===== config.mk =====
export PLATFORM = sky130hd
export DESIGN_NAME = mon_tx_arbiter
export DESIGN_NICKNAME = d
export VERILOG_FILES = /design/src/rtl/mon_tx_arbiter.sv
export SDC_FILE = /design/constraint.sdc
export NUM_CORES = 1
export LEC_CHECK = 0
export ABC_AREA = 1
export BUFFER_PORTS_ARGS = -buffer_cell sky130_fd_sc_hd__buf_2
export CAP_MARGIN = 20
export CORE_MARGIN = 2
export CORE_UTILIZATION = 36
export CTS_BUF_LIST = sky130_fd_sc_hd__clkbuf_4 sky130_fd_sc_hd__clkbuf_8
export DETAILED_ROUTE_END_ITERATION = 10
export GPL_TIMING_DRIVEN = 0
export PLACE_DENSITY = 0.73
export RECOVER_POWER = 50
export SYNTH_ARGS = -nofsm -noshare
export SYNTH_HDL_FRONTEND = slang
export SYNTH_SLANG_ARGS = --single-unit

===== constraint.sdc =====
create_clock -name mon_clk -period 2.77 [get_ports mon_clk]
set_clock_uncertainty 0.05 [all_clocks]
set_input_delay 0.4155 -clock mon_clk [delete_from_list [all_inputs] [get_ports mon_clk]]
set_output_delay 0.4155 -clock mon_clk [all_outputs]
set_load 0.01 [all_outputs]

===== src/rtl/mon_tx_arbiter.sv =====
// Round-robin arbiter that funnels three requesters' 40-bit monitor frames
// into a single Sender, with a programmable idle gap after each frame.
module mon_tx_arbiter #(
  parameter int unsigned GAP_CYCLES = 4
) (
  input  logic         mon_clk,
  input  logic         n_reset,
  input  logic [2:0]   req_valid,
  input  logic [119:0] req_data,
  output logic [2:0]   req_ack,
  output logic [39:0]  tx_data,
  output logic         tx_valid,
  input  logic         tx_ready,
  output logic [1:0]   grant_id,
  output logic         busy
);

  typedef enum logic [1:0] {IDLE, SEND, GAP} state_e;

  localparam logic [3:0] GapInit = 4'(GAP_CYCLES);

  state_e      state_q;
  logic [3:0]  gap_cnt_q;
  logic [1:0]  last_q;

  logic [1:0]  cand1_d, cand2_d, cand3_d;
  logic [1:0]  winner_d;
  logic        found_d;
  logic [39:0] winner_data_d;

  function automatic logic [1:0] nextIdx(input logic [1:0] idx);
    return (idx >= 2'd2) ? 2'd0 : idx + 2'd1;
  endfunction

  // Search order starts just after the previous winner so every requester gets a turn.
  always_comb begin
    cand1_d  = nextIdx(last_q);
    cand2_d  = nextIdx(cand1_d);
    cand3_d  = nextIdx(cand2_d);
    winner_d = 2'd0;
    found_d  = 1'b0;
    if (req_valid[cand1_d]) begin
      winner_d = cand1_d;
      found_d  = 1'b1;
    end else if (req_valid[cand2_d]) begin
      winner_d = cand2_d;
      found_d  = 1'b1;
    end else if (req_valid[cand3_d]) begin
      winner_d = cand3_d;
      found_d  = 1'b1;
    end
    case (winner_d)
      2'd1:    winner_data_d = req_data[79:40];
      2'd2:    winner_data_d = req_data[119:80];
      default: winner_data_d = req_data[39:0];
    endcase
  end

  always_ff @(posedge mon_clk) begin
    if (!n_reset) begin
      state_q   <= IDLE;
      gap_cnt_q <= 4'd0;
      last_q    <= 2'd2;
      req_ack   <= 3'b000;
      tx_data   <= 40'd0;
      tx_valid  <= 1'b0;
      grant_id  <= 2'd0;
      busy      <= 1'b0;
    end else begin
      req_ack <= 3'b000;
      case (state_q)
        IDLE: begin
          if (found_d) begin
            state_q  <= SEND;
            tx_data  <= winner_data_d;
            tx_valid <= 1'b1;
            grant_id <= winner_d;
            last_q   <= winner_d;
            req_ack  <= 3'b001 << winner_d;
            busy     <= 1'b1;
          end
        end
        SEND: begin
          if (tx_ready) begin
            tx_valid <= 1'b0;
            if (GapInit == 4'd0) begin
              state_q <= IDLE;
              busy    <= 1'b0;
            end else begin
              state_q   <= GAP;
              gap_cnt_q <= GapInit;
            end
          end
        end
        GAP: begin
          // Leaving on the count-of-one edge yields exactly GAP_CYCLES cycles here.
          if (gap_cnt_q <= 4'd1) begin
            state_q   <= IDLE;
            gap_cnt_q <= 4'd0;
            busy      <= 1'b0;
          end else begin
            gap_cnt_q <= gap_cnt_q - 4'd1;
          end
        end
        default: begin
          state_q <= IDLE;
          busy    <= 1'b0;
        end
      endcase
    end
  end

endmodule


# Yosys cells after proc, flatten, opt, wreduce, memory -nomap -nowiden
# Index checks and enable logic that the tools add are counted.
[word_totals]
ff_bits = 55
in_bits = 126
out_inout_bits = 47
word_cells = 65
[classes]
n_addsub = 4
n_lt_le_gt_ge = 7
eq_ne = 7
n_shift = 1
muxes = 28
bitwise_logic = 1
reduce_logical = 9
[ops]
columns = ["op", "n"]
rows = [
  ["$pmux 40 s2", 1],
  ["$mux 2", 9],
  ["$reduce_and 3->1", 4],
  ["$lt 2x3->1 const B", 3],
  ["$mux 1", 9],
  ["$mux 4", 2],
  ["$pmux 4 s2", 1],
  ["$add 2x1->2 const B", 3],
  ["$bmux 1 s2", 3],
  ["$ge 2x2->1 const B", 3],
  ["$ne 2x2->1 const B", 3],
  ["$pmux 2 s3", 1],
  ["$eq 2x1->1 const B", 2],
  ["$eq 2x2->1 const B", 2],
  ["$le 4x1->1 const B", 1],
  ["$reduce_and 2->1", 2],
  ["$reduce_bool 2->1", 2],
  ["$sub 4x1->4 const B", 1],
  ["$pmux 1 s3", 1],
  ["$shl 1x2->3 const A", 1],
  ["$logic_not 2->1", 1],
  ["$pmux 1 s2", 1],
  ["$not 1->1", 1],
]

# Logic depth before layout (Yosys ltp)
# Gate-level depths: netlist (run 1).
[depth]
depth_word = 13
ltp_mapped = 15
depth_no_buf = 14

# Worst setup path after synthesis (run 1)
# No wires, ideal clock.
[synth_path]
path_kind = "register to register"
startpoint = "reg last_q[1]"
endpoint = "reg tx_data[5]"
setup_ns = 0.115
arrival_time_ns = 2.021
t_required_ns = 2.605
slack_ns = 0.583
path_stages_with_launch = 16
n_path_buf = 2
synth_period_minus_slack_ns = 2.187
path_cell_list = "dfxtp_1 > nor2_1 > nand2_1 > nand2_1 > nor2_2 > nand3_1 > nand2_1 > inv_1 > ha_1 > clkbuf_1 > clkbuf_1 > a21oi_1 > a21oi_1 > nand3_1 > nand2_1 > nor2_1"
[synth_between]
elab_chain_cells = 13
elab_cells_between_ends = 25
cone_classes = "add/sub: 3; order compare: 3; eq/ne: 2; mux: 16; reduce/logical: 1"
[synth_rtl]
columns = ["item", "line", "rtl"]
rows = [
  ["start: declaration", "24", "logic [1:0] last_q;"],
  ["start signal: assignment", "78", "last_q <= winner_d;"],
  ["$add 2x1->2 / $ge 2x2->1 (equally long branches)", "32", "return (idx >= 2'd2) ? 2'd0 : idx + 2'd1;"],
  ["$mux 2 (*)", "32", ""],
  ["$add 2x1->2 / $ge 2x2->1 (equally long branches)", "32", ""],
  ["$mux 2", "32", ""],
  ["$add 2x1->2 / $ge 2x2->1 (equally long branches)", "32", ""],
  ["$mux 2", "32", ""],
  ["$bmux 1 s2", "48", "end else if (req_valid[cand3_d]) begin"],
  ["$mux 1 (not written as such)", "48", ""],
  ["$mux 2", "48", ""],
  ["$mux 2", "45", "end else if (req_valid[cand2_d]) begin"],
  ["$mux 2 (*)", "42", "if (req_valid[cand1_d]) begin"],
  ["net winner_d[0]", "27", "logic [1:0] winner_d;"],
  ["$eq 2x2->1 / $eq 2x1->1 (equally long branches)", "52", "case (winner_d)"],
  ["$pmux 40 s2 (*)", "52", ""],
  ["end signal: assignment", "75", "tx_data <= winner_data_d;"],
  ["end: declaration", "11", "output logic [39:0] tx_data,"],
]
# Mark *: on every way through the listed nets, which the timed path passes. The rest lies on a longest branch. The select of a mux whose other input is x is not followed.
# A chain may end at the register's enable or synchronous reset.

==> implementation parameters, run 1 <==
Parameter                              Value

Logic synthesis
  Cell count after synthesis ... 501
  Synth area leaders ... dfxtp_1 (35%), a21oi_1 (21%), nand2_1 (18%)
  Number of enable flip-flop cells after synthesis ... 0
  Distinct cell type count after synthesis ... 21
  Proportion of synthesized flip-flops having asynchronous set or reset ... 0%
  Mean Syn Cell Area ... 6.141 um^2
  Register bit total from synthesis ... 54
  Most used standard cell by instance count after synthesis ... nand2_1
  Synth Warn # ... 0
  Cell type with the largest total area after synthesis ... dfxtp_1
  Mapped Area ... 3077 um^2
  Area share of the leading cell type in the synthesized netlist ... 35.14%
  Net count after synthesis ... 631
  Proportion of synthesized chip area in sequential cells ... 35.14%
  Top cell types by occurrence after synthesis ... nand2_1 (144), a21oi_1 (127), dfxtp_1 (54), nor2_1 (51), nand3_1 (49)
  Main flop type after synthesis ... dfxtp_1

Global route
  First-pass GRT wire length ... 16.69 mm
  Number of antenna violations at the first check in global routing ... 0
  Number of global-route vias before repair ... 3,550
  Maximum number of pins on one net before global-route repair ... 17
  Overall fraction of global-route tracks in use ... 22.54%
  Overall overflow remaining after global route ... 0

Worst hold path
  Type of the worst min-delay path ... in -> reg

Worst setup path
  Type of destination of the critical path ... flop
  Maximum fanout encountered on the critical timing path ... 10
  Crit path required time ... 2920 ps
  Data arrival time of the critical path ... 2680 ps
  Startpoint type of the worst setup path ... flop
  Critical setup path kind ... reg -> reg

Timing
  PnR worst setup slack ... 238.0 ps
  RSZ-0062 raised after global routing ... true
  Final Hold Violating Endpoints ... 0
  Relative slew margins ... 65.69%
  Final critical-path share of the clock period ... 91.41%
  Setup Viol. Count Final ... 0
  Maximum frequency from static timing analysis ... 394.9 MHz
  Tightest hold margin ... 367.2 ps
  Number of pins with negative max-slew slack in the final report ... 0
  Post-Route Setup TNS ... 0 ps
  Period minus WS final ... 2532 ps
  Worst-margin pin slew ... 514.6 ps

Pwr
  Portion of total power attributed to the clock network ... 19.4%
  Switch share ... 41.88%
  Power share of the combinational group ... 47.9%
  NetSw ... 1.392 mW
  Overall power ... 3.325 mW
  Register share of total power ... 32.7%
  Power Density ... 799.2 nW/um^2
  Worst vdd rail ir drop ... 0.3308 mV
  Reported leakage power ... 1.946 nW
  Internal power ... 1.933 mW

Layout
  Layout cell share with drive strength beyond 1 ... 22.79%
  Post-route core utilization ... 50.38%
  Filler cell count ... 907
  Antenna diode instance count ... 0
  Area of all placed cells without fillers ... 4160 um^2
  Sequential cell area ... 1081 um^2
  Filler-free cell count of the finished design ... 785
  Footprint of the multi-input gates ... 1737 um^2
  Area Growth Syn to Fin ... 35.22%
  Number of nets in the layout ... 809

Route
  Wire length per cell after detailed routing ... 13.64 um
  Detailed Route WL ... 10.71 mm
  Residual antenna-violating net count after detailed routing ... 0
  Drt via density ... 5.014
  Total via count after detailed routing ... 3,936
  Number of DRC violations after detailed routing ... 0
  Number of DRC violations after detailed-routing iteration 0 ... 198
  Drt pass-1 iters ... 4

Placement
  Placed cell count ... 778
  Placed cell areas ... 4069 um^2
  Port bufs ... 172
  Worst setup slack after placement ... -103.7 ps
  RePlAce Congestion ... 0.8904
  Post-detail-place hpwl ... 8.317 mm

Floorplan
  Placement row count ... 33
  Vertical die dimension ... 96.45 um
  Boundary pin count ... 173
  Starting Density ... 37.26%
  Area of the core ... 8258 um^2
  Die Span X ... 96.45 um
  Area of the die ... 9302 um^2

Clock tree
  CTS Root Cell ... clkbuf_8
  CTS tree ... done
  CTS clk-pin slew, worst paths ... 100 ps
  Longest Clk Path Bufs ... 2
  Cts-stage hold buffer count ... 0
  Sink count of the clock tree ... 54
  Clock insertion delay at the later pin of the skew report ... 300 ps
  Inserted Clock Buffers ... 5
  CTS H-tree lvls ... 2
  Count of buffers added by post-CTS timing repair for setup ... 0

Outcome
  Result of the run ... complete, no violations

Run
  Max-Cap Viols ... 0
## power groups by stage
stage / sequential (mW) / combinational, mW / clock, mW
floorplan: 1.18 / 0.971 / 0
global placement: 1.09 / 1.60 / 0
detailed placement: 1.09 / 1.63 / 0
CTS: 1.08 / 1.63 / 0.656
global route: 1.11 / 1.81 / 0.694
finish: 1.09 / 1.59 / 0.646
## what timing repair did
item,CTS,global route
cloned,0,0
gates resized for setup,1,15
setup endpoints to repair,5,40
## path summary, 6_finish.rpt
kind	start	end	slack, ps	depth (start not counted)
max	grant_id[0]	tx_data[5]	240	14
min	tx_ready	state_q[0]	370	4
max reg2reg	grant_id[0]	tx_data[5]	240	14
min reg2reg	grant_id[1]	grant_id[1]	430	2
## cells by family (layout without fill, tap and decap cells)
family          count (synthesis)  after routing  synth area share [%]
buf+inv                        60            239                 8.418
xor+xnor                        1              1                0.2847
compound gates                134            134                 21.92
flops                          54             54                 35.14
fa+ha+maj                       4              4                 1.627
simple gates                  248            248                 32.62
## final cells by class
cell class | instances | area share [%]
well taps | 105 | 3.158
clock inverters | 2 | 1.444
inverters | 19 | 1.714
clock buffers | 6 | 1.985
plain buffers | 40 | 4.662
flip-flops and latches | 54 | 25.99
multi-input cells | 387 | 41.74
repair buffers | 172 | 19.31
## layer usage
metal	share of wire [%]	global-route usage, %	routed length [um]
met3	4.8	2.870	517
met1	45	30.35	4817
met2	48	38.43	5183
met4	1.8	5.282	189
met5	0	0	0
## worst max-delay path, stage by stage, from the launching register on
cell     delay [ps]
dfxtp_1         450
nor2_1           90
nand2_1          90
nand2_1          80
nor2_2          110
nand3_1          90
nand2_1         120
inv_1            80
ha_1            450
buf_2           310
a21oi_1          90
a21oi_1         200
nand3_1         100
nand2_1          70
nor2_1           40
## sequential cells by signal (all words and copies together) (netlist names)
register / flops
busy: 1
gap_cnt_q: 4
grant_id: 2
last_q: 1
req_ack: 3
state_q: 2
tx_data: 40
tx_valid: 1
## layout by cell type, fill, tap and decap left out, drive strengths merged
cell    instances
nand2         144
buf           141
a21oi         127
clkbuf         77
dfxtp          54
nor2           52
nand3          50
inv            19
o21ai           5
ha              4
nor3            2
bufinv          2
xnor2           1
o21a            1
o22ai           1
Power figures use the tool's default switching activity.
==> run 2, diff against run 1 <==
ABC_AREA = not set   (was 1)
CTS_CLUSTER_SIZE = 28   (was not set)
PLACE_DENSITY = 0.76   (was 0.73)
==> run 2 against run 1 <==
Global-route usage is 2.9 points lower. Synthesized area shrank 13%. Flip-flop and latch count is the same. Sequential power is 17% lower. Combinational power is 63% lower. Worst hold slack got worse by 54 ps. Fmax rose by 1.5%. Largest power group is now registers.
==> implementation parameters, run 2 <==
Parameter                              Value

Floorplan
  Area of the die ... 8114 um^2 (-13%)
  Vertical die dimension ... 90.08 um (-6.6%)
  Die Span X ... 90.08 um (-6.6%)
  Starting Density ... 36.98% (-0.28 points)
  Boundary pin count ... 173 (unchanged)
  Placement row count ... 31 (-6.1%)
  Area of the core ... 7214 um^2 (-13%)

Logic synthesis
  Mean Syn Cell Area ... 8.718 um^2 (+42%)
  Synth Area in Adders ... 1.876% (+0.25 points)
  Portion of netlist area occupied by mux cells ... 0% (unchanged)
  Proportion of synthesized chip area in sequential cells ... 40.53% (+5.4 points)
  Main flop type after synthesis ... dfxtp_1
  Synth area leaders ... dfxtp_1 (41%), a22oi_1 (12%), o2bb2ai_1 (10%)
  Top cell types by occurrence after synthesis ... dfxtp_1 (54), nor2_1 (53), a21oi_1 (43), a22oi_1 (41), o2bb2ai_1 (31)
  Post-synthesis xor/xnor area fraction ... 0% (-0.28 points)
  Most used standard cell by instance count after synthesis ... dfxtp_1
  Mapped Area ... 2668 um^2 (-13%)
  Post-synthesis simple-gate area fraction ... 12.01% (-21 points)
  Distinct cell type count after synthesis ... 29 (+38%)
  Cell count after synthesis ... 306 (-39%)
  Synth Warn # ... 0 (unchanged)
  Cell type with the largest total area after synthesis ... dfxtp_1
  Register bit total from synthesis ... 54 (unchanged)
  Main combinational cell family by area after synthesis ... compound AO/OA/AOI/OAI gates
  Synth Area in Compound Gates ... 38.79% (+17 points)
  Proportion of synthesized flip-flops having asynchronous set or reset ... 0% (unchanged)
  Number of enable flip-flop cells after synthesis ... 0 (unchanged)
  Area share of the leading cell type in the synthesized netlist ... 40.53% (+5.4 points)
  Net count after synthesis ... 436 (-31%)

Clock tree
  CTS H-tree lvls ... 2 (unchanged)
  Clock insertion delay at the later pin of the skew report ... 310 ps (about the same)
  Cts-stage hold buffer count ... 0 (unchanged)
  Longest Clk Path Bufs ... 2 (unchanged)
  CTS-repair resized insts ... 0 (-1)
  Sink count of the clock tree ... 54 (unchanged)
  CTS clk-pin slew, worst paths ... 90 ps (about the same)
  CTS tree ... done
  Count of buffers added by post-CTS timing repair for setup ... 0 (unchanged)
  Inserted Clock Buffers ... 5 (unchanged)
  CTS Root Cell ... clkbuf_8

Timing
  Final Hold Violating Endpoints ... 0 (unchanged)
  Number of pins with negative max-slew slack in the final report ... 0 (unchanged)
  Final critical-path share of the clock period ... 90.10% (-1.3 points)
  RSZ-0062 raised after global routing ... false
  Maximum frequency from static timing analysis ... 400.7 MHz (+1.5%)
  Period minus WS final ... 2496 ps (-36.24 ps)
  Post-Route Setup TNS ... 0 ps (unchanged)
  Setup Viol. Count Final ... 0 (unchanged)
  Worst-margin pin slew ... 595.6 ps (+81.04 ps)
  Relative slew margins ... 59.95% (-5.7 points)

Layout
  Commonest cells after routing, fill and taps aside ... buf_2 (126), clkbuf_1 (66), dfxtp_1 (54)
  Layout cell share with drive strength beyond 1 ... 31.13% (+8.3 points)
  Antenna diode instance count ... 0 (unchanged)
  Area Growth Syn to Fin ... 38.74%
  Leading cell type in the layout, fill and taps excluded ... buf_2
  Flip-flop count of the largest register after layout ... 40 (unchanged)
  Most flop-heavy register ... tx_data
  Number of nets in the layout ... 615 (-24%)
  Registers with the highest flip-flop counts ... tx_data x40, gap_cnt_q x4, req_ack x3

Route
  Drt via density ... 5.123 (+2.2%)
  Number of DRC violations after detailed routing ... 0 (unchanged)
  Residual antenna-violating net count after detailed routing ... 0 (unchanged)
  Wire length per cell after detailed routing ... 13.95 um (+2.2%)
  Drt pass-1 iters ... 4 (unchanged)
  Total via count after detailed routing ... 2,992 (-24%)
  Number of DRC violations after detailed-routing iteration 0 ... 66 (-67%)
  Detailed Route WL ... 8.144 mm (-24%)

Global route
  Number of global-route vias before repair ... 2,790 (-21%)
  Overall overflow remaining after global route ... 0 (unchanged)
  Overall fraction of global-route tracks in use ... 19.64% (-2.9 points)
  Number of antenna violations at the first check in global routing ... 0 (unchanged)
  Maximum number of pins on one net before global-route repair ... 16 (-1)
  First-pass GRT wire length ... 13.25 mm (-21%)

Placement
  Port bufs ... 172 (unchanged)
  Post-detail-place hpwl ... 6.336 mm (-24%)
  RePlAce Congestion ... 0.8132 (-8.7%)

Pwr
  Worst vdd rail ir drop ... 0.2329 mV (-30%)
  Reported leakage power ... 1.556 nW (-20%)
  Overall power ... 2.036 mW (-39%)
  Power Density ... 550.1 nW/um^2 (-31%)

Worst setup path
  Source of the worst register-to-register timing path ... grant_id[0]
  Worst reg-to-reg path cell count ... 9 (-5)
  Setup slack of the worst register-to-register path ... 270 ps (+40 ps)
  Critical setup path kind ... reg -> reg
  Crit path required time ... 2900 ps (-20 ps)
  Data arrival time of the critical path ... 2630 ps (-50 ps)
  Maximum fanout encountered on the critical timing path ... 10 (unchanged)
  End point of the critical path ... tx_data[39]
  Startpoint type of the worst setup path ... flop
  Crit Reg-Reg Endpoint ... tx_data[39]
  Worst setup path start ... grant_id[0]
  Type of destination of the critical path ... flop

Worst hold path
  Type of the worst min-delay path ... in -> reg

Outcome
  Result of the run ... complete, no violations

Run
  Max-Cap Viols ... 0 (unchanged)
run 2: cell count changes in the layout (fill, tap and decap cells not counted), moves of 3 or more:
cell       previous run  this run
a21boi_0              0         4
a21oi_1             127        43
a22oi_1               0        41
buf_2               133       126
buf_6                 3         6
clkbuf_2              7         0
inv_1                18         6
nand2_1             144         8
nand3_1              49         2
nor2b_1               0         3
o2bb2ai_1             0        31
o2bb2ai_2             0        10
run 2: logic make-up (layout without fill, tap and decap cells):
group | after synthesis | in the layout
buffers and inverters | 35 | 214
AND/OR/NAND/NOR | 75 | 75
AO/OA/AOI/OAI | 138 | 138
flip-flops | 54 | 54
adder cells (fa/ha/maj) | 4 | 4
run 2: layout make-up:
type                    instances  area (um^2)
clock buffers                   6        82.58
inverters                       6        22.52
flip-flops and latches         54         1081
repair buffers                172        802.0
well taps                      99        123.9
multi-input cells             217         1400
fillers                       757         3513
plain buffers                  29        158.9
clock inverters                 1        30.03
run 2: worst min path at each step:
stage / from / endpoint / cells after the start
5_1_grt: req_data[10] / tx_data[10] / 3
3_3_place_gp: tx_data[31] / tx_data[31] / 1
2_1_floorplan: last_q[1] / last_q[1] / 2
3_5_place_dp: tx_data[32] / tx_data[32] / 1
4_1_cts: req_data[5] / tx_data[5] / 3
6_report: req_data[5] / tx_data[5] / 3
run 2: critical path, cell delays in order (launching register included):
cell and delay, ps:
dfxtp_1 340, nand2b_1 150, a22oi_1 290, inv_1 120
ha_1 290, clkbuf_1 360, clkbuf_1 420, nor2_1 100
a21oi_1 160, o2bb2ai_1 80
run 2: metal layers:
metal / part of all wire [%] / GRT usage (%) / wire length [um]
met3: 6.0 / 4.023 / 488
met5: 0 / 0 / 0
met1: 43 / 24.49 / 3535
met4: 0.97 / 5.256 / 79
met2: 50 / 34.40 / 4040
run 2: per-stage QoR:
step | cells | instance area, um^2 | util [%] | setup WS (ps) | hold slack (ps)
3_5_place_dp | 577 | 3652 | 50.62 | 43.10 | 392.1
6_report | 584 | 3701 | 51.30 | 274.2 | 313.1
4_1_cts | 584 | 3765 | 52.19 | 233.2 | 306.6
5_1_grt | 584 | 3701 | 51.30 | 80.54 | 315.5
3_3_place_gp | 577 | 3652 | 50.62 | 64.93 | 390.6
2_1_floorplan | 306 | 2668 | - | 668.2 | 411.3
run 2: power breakdown:
part	total, mW	switching, mW	internal (mW)
registers	0.906	0.0474	0.858
clock network	0.537	0.248	0.289
logic	0.593	0.351	0.242
